## src/rtl/probe_conditioner.sv

```systemverilog
// Probe pin conditioner: per-lane synchroniser, polarity invert and glitch filter.
// Define PROBE_CONDITIONER_GLITCHFLAG_EN to add the sticky per-lane glitch flag.
module probe_conditioner #(
  parameter int N_PROBE     = 4,
  parameter int SYNC_STAGES = 2,
  parameter int FILTER_W    = 4
) (
  input  logic                i_clk,
  input  logic                i_rst,
  input  logic                i_cg,
  input  logic [N_PROBE-1:0]  i_probe,
  input  logic [N_PROBE-1:0]  i_invert,
  input  logic [FILTER_W-1:0] i_filterLength,
`ifdef PROBE_CONDITIONER_GLITCHFLAG_EN
  input  logic [N_PROBE-1:0]  i_glitchClear,
  output logic [N_PROBE-1:0]  o_glitch,
`endif
  output logic [N_PROBE-1:0]  o_probe
);

  logic [N_PROBE-1:0]  sync_q [SYNC_STAGES];
  logic [FILTER_W-1:0] cnt_q  [N_PROBE];
  logic [N_PROBE-1:0]  s;

  // Synchroniser chain; stage 0 is the only flop that sees the raw pins.
  always_ff @(posedge i_clk) begin
    if (i_rst) begin
      for (int k = 0; k < SYNC_STAGES; k++) sync_q[k] <= '0;
    end else if (i_cg) begin
      sync_q[0] <= i_probe;
      for (int k = 1; k < SYNC_STAGES; k++) sync_q[k] <= sync_q[k-1];
    end
  end

  assign s = sync_q[SYNC_STAGES-1] ^ i_invert;

  // The ">=" lets a shortened filter length release a pending lane immediately.
  always_ff @(posedge i_clk) begin
    if (i_rst) begin
      o_probe <= '0;
      for (int i = 0; i < N_PROBE; i++) cnt_q[i] <= '0;
    end else if (i_cg) begin
      for (int i = 0; i < N_PROBE; i++) begin
        if (s[i] == o_probe[i]) begin
          cnt_q[i] <= '0;
        end else if (cnt_q[i] >= i_filterLength) begin
          o_probe[i] <= s[i];
          cnt_q[i]   <= '0;
        end else begin
          cnt_q[i] <= cnt_q[i] + FILTER_W'(1);
        end
      end
    end
  end

`ifdef PROBE_CONDITIONER_GLITCHFLAG_EN
  // An aborted pending transition sets the flag; set beats a same-cycle clear.
  always_ff @(posedge i_clk) begin
    if (i_rst) begin
      o_glitch <= '0;
    end else if (i_cg) begin
      for (int i = 0; i < N_PROBE; i++) begin
        if ((s[i] == o_probe[i]) && (cnt_q[i] != '0)) begin
          o_glitch[i] <= 1'b1;
        end else if (i_glitchClear[i]) begin
          o_glitch[i] <= 1'b0;
        end
      end
    end
  end
`endif

endmodule

```

## config.mk

```make
export PLATFORM = sky130hd
export DESIGN_NAME = probe_conditioner
export DESIGN_NICKNAME = d
export VERILOG_FILES = /design/src/rtl/probe_conditioner.sv
export SDC_FILE = /design/constraint.sdc
export NUM_CORES = 1
export LEC_CHECK = 0
export ABC_AREA = 1
export BUFFER_PORTS_ARGS = -buffer_cell sky130_fd_sc_hd__buf_2
export CAP_MARGIN = 15
export CORE_ASPECT_RATIO = 0.75
export CORE_UTILIZATION = 50
export CTS_CLUSTER_SIZE = 25
export DETAILED_ROUTE_END_ITERATION = 10
export GPL_TIMING_DRIVEN = 0
export PLACE_DENSITY = 0.77
export RECOVER_POWER = 100
export SLEW_MARGIN = 30
export SYNTH_ARGS = -nofsm -noshare
export SYNTH_HDL_FRONTEND = slang
export SYNTH_SLANG_ARGS = --single-unit
```

## constraint.sdc

```tcl
create_clock -name i_clk -period 2.6 [get_ports i_clk]
set_clock_uncertainty 0.2 [all_clocks]
set_input_delay 0.13 -clock i_clk [delete_from_list [all_inputs] [get_ports i_clk]]
set_output_delay 0.13 -clock i_clk [all_outputs]
set_load 0.02 [all_outputs]
```

# After elaboration in Yosys (flattened, before gate mapping)
# Memory sizes are Yosys's and may differ from the RTL's.
# Index checks and enable logic that the tools add are counted.
[word_totals] in_bits=15 mem_count=2 word_cells=116 romBits=0 out_inout_bits=4 regBits=4 latch_bits=0 ram_bits=24
[memory_table] name="cnt_q" depth=4 word_bits=4 read_ports=4 rd_ports_with_merged_regs=0 wr=4 line="22" source="logic [FILTER_W-1:0] cnt_q [N_PROBE];"
[memory_table] name="sync_q" depth=2 word_bits=4 read_ports=2 rd_ports_with_merged_regs=0 wr=2 line="21" source="logic [N_PROBE-1:0] sync_q [SYNC_STAGES];"
[op_classes] div_mod_pow=0 reduce_logical=4 n_bitwise=19 n_addsub=4 n_eq_ne=4 n_mul=0 n_mux=75 n_shift=0 n_lt_le_gt_ge=4
[ops] operator="$mux 1" count=61
[ops] operator="$mux 4" count=14
[ops] operator="$add 4x1->4 const B" count=4
[ops] operator="$ge 4x4->1" count=4
[ops] operator="$or 1x1->1" count=14
[ops] operator="$reduce_and 3->1" count=4
[ops] operator="$eq 1x1->1" count=4
[ops] operator="$not 1->1" count=4
[ops] operator="$xor 4x4->4" count=1

# Longest topological paths before layout
[logic_depth] word_depth=9 ltp_mapped=10 ltp_nobuf=10

# Worst setup path before layout
# OpenSTA, ideal clock, no wires.
[synth_path] path_type="reg2reg" startpoint="mem cnt_q[0][2]" endpoint="mem cnt_q[0][0] (data pin)" path_stages_with_launch=9 setup_ns=0.256 slack_ns=1.043 required_time_ns=2.144 t_arrival_ns=1.102 synth_period_minus_slack_ns=1.557 path_buffers=0 path_cell_list="edfxtp_1 > ha_1 > nand2_1 > inv_1 > nand2_1 > nand3_1 > inv_1 > nand2_1 > nor2_1"
[synth_lines] item="start, declared" line="22"

==> metrics <==
Power Density 501 mW/mm2; detailed placement HPWL 2120 um; sequential share of power 0.552; # setup viols final 0; hold depth 5; Tcrit/Tclk final 0.856; Worst Path Arrival 1.92 ns; top-area cell type share of the netlist area 0.407; DIE AREA 0.00379 mm2; #FFs+latches synth 28; Placed Instance Area 0.00191 mm2; Post-Layout Inst Area 0.00200 mm2; Slew Limit Headroom 0.291; global placer's final weighted congestion 0.783; commonest non-fill, non-tap cell in the layout inv_1; Layout Nets 264; total clock sinks 28; Initial Utilization 0.532; Vias 1276; YS warnings 0; Combinational Power Share 0.201; total CTS buffers 3; reg2reg start cnt_q[3][3]$_SDFFCE_PN0P_; setup TNS 0 ns; R2R depth 7; Setup Crit Path Kind in -> reg; Area contributors post-synth edfxtp_1 41%, ha_1 14%, inv_1 8.3%; P_sw 282 uW; number of distinct library cells after synthesis 17; IO Pins 19; grt ovf 0; area leader, netlist edfxtp_1; min Tclk post-route 2.23 ns; maxcap violations 0; die height 53.6 um; startpoint types primary input; WL final 2940 um; Int Pwr 717 uW; Crit. End Element flop; max frequency 449 MHz; slew at the pin closest to its max-slew limit 1.06 ns; status finished clean; largest net degree at the start of global routing 25; latest clock arrival within the worst-skew pair 0.28 ns; Post-DRT Antenna Nets 0; vias in the first global route 1098; TritonRoute pass-1 iters 5; GRT Overall Usage 0.173; Switching Share 0.283; worst endpoint required time 2.30 ns; Row Count 18; Hold Crit Start i_invert[2]; Syn Inst Count 200; Clk network pwr share 0.247; clock slew at reported path FFs 0.09 ns; Tot Pwr 1000 uW; WL/cell 11.0 um; diode count 0; drt drc 0; syn avg cell area 8.86 um2; CTS Buffer Depth 2; # port buffers 17; most frequent cells in the layout 40 x inv_1, 36 x nand2_1, 30 x nor2_1; CTS tree yes; Hold WS 0.0813 ns; ratio of cells with drive above 1 in the final layout 0.0833; Post-CTS Setup Bufs 0; Die Width 70.7 um; Worst Hold Class in -> reg; Root Driver clkbuf_8; first-pass GRT wire length 4920 um; Max Slew Vio Count 0; Post-Place Cells 257; Core ar. 0.00333 mm2; synthesized net count 235; Critical Path Start i_cg; Area Overhead vs Synth 12.7%; static leakage 0.000970 uW; Final Non-Filler Cells 268; vias per cell 4.76; DR iter-0 viols 57; sequential fraction of the synthesis area 0.452; initial antenna violation count 0; final hold vios 0; synthesized cell area 0.00177 mm2; Crit Path Max Fanout 24; H-tree levels 1; RSZ-0062 raised after global routing no; Worst VDD drop 0.438 mV
==> metal layers <==
layer,GRT usage,share of wire
met5,0,0
met4,0.0200,0.0051
met3,0.0506,0.043
met2,0.276,0.43
met1,0.243,0.52
==> timing repair <==
item / in CTS / in global routing
hold buffers: 7 / 0
hold endpoints to repair: 8 / 0
resized for setup: 0 / 0
==> power groups by stage <==
stage / Clock [uW] / Sequential (uW) / Combinational (uW)
global route: 266 / 557 / 234
detailed placement: 0 / 562 / 198
global placement: 0 / 560 / 193
CTS: 250 / 552 / 208
floorplan: 0 / 562 / 142
finish: 247 / 552 / 201
==> Yosys cell counts <==
cell      instances
inv_1            39
nand2_1          34
nor2_1           30
edfxtp_1         24
ha_1             20
nand3_1          12
a21oi_1           8
xnor2_1           8
xor2_1            8
dfxtp_1           4
nand4_1           4
buf_6             2
nand2_2           2
nor2_2            2
inv_2             1
nand2_4           1
or2_2             1
==> logic make-up after synthesis <==
logic type | after synthesis | synth area share
xor+xnor | 16 | 0.0791
buf+inv | 42 | 0.0975
compound gates | 8 | 0.0226
fa+ha+maj | 20 | 0.141
simple gates | 86 | 0.208
flops | 28 | 0.452
==> through the flow <==
stage	util	worst slack, ns
CTS	0.607	0.493
global route	0.599	0.267
global placement	0.572	0.881
floorplan	-	1.04
finish	0.599	0.375
detailed placement	0.572	0.869
==> layout make-up <==
type | count | area [um2]
well taps | 40 | 50.0
fillers | 312 | 1340
repair buffers | 24 | 150
clock buffers | 4 | 45.0
flip-flops and latches | 28 | 801
inverters | 40 | 150
plain buffers | 2 | 7.51
multi-input cells | 130 | 793
==> critical path, cell delays in order <==
cell and delay [ns]:
dlygate4sd3_1 0.52, clkbuf_1 0.38, or2_1 0.88
==> state kept, by name, summed over array words and instances (netlist names) <==
name,flops
cnt_q,16
o_probe,4
sync_q,8
==> worst paths after layout <==
| kind | endpoint | slack [ns] |
|---|---|---|
| worst max-delay path | cnt_q[0][3]$_SDFFCE_PN0P_ | 0.37 |
| worst min-delay path | o_probe[2]$_SDFFE_PP0P_ | 0.08 |
| worst max register to register | o_probe[3]$_SDFFE_PP0P_ | 0.44 |
| worst min register to register | o_probe[1]$_SDFFE_PP0P_ | 0.34 |
Note: power is estimated with default switching activity, not from simulation.
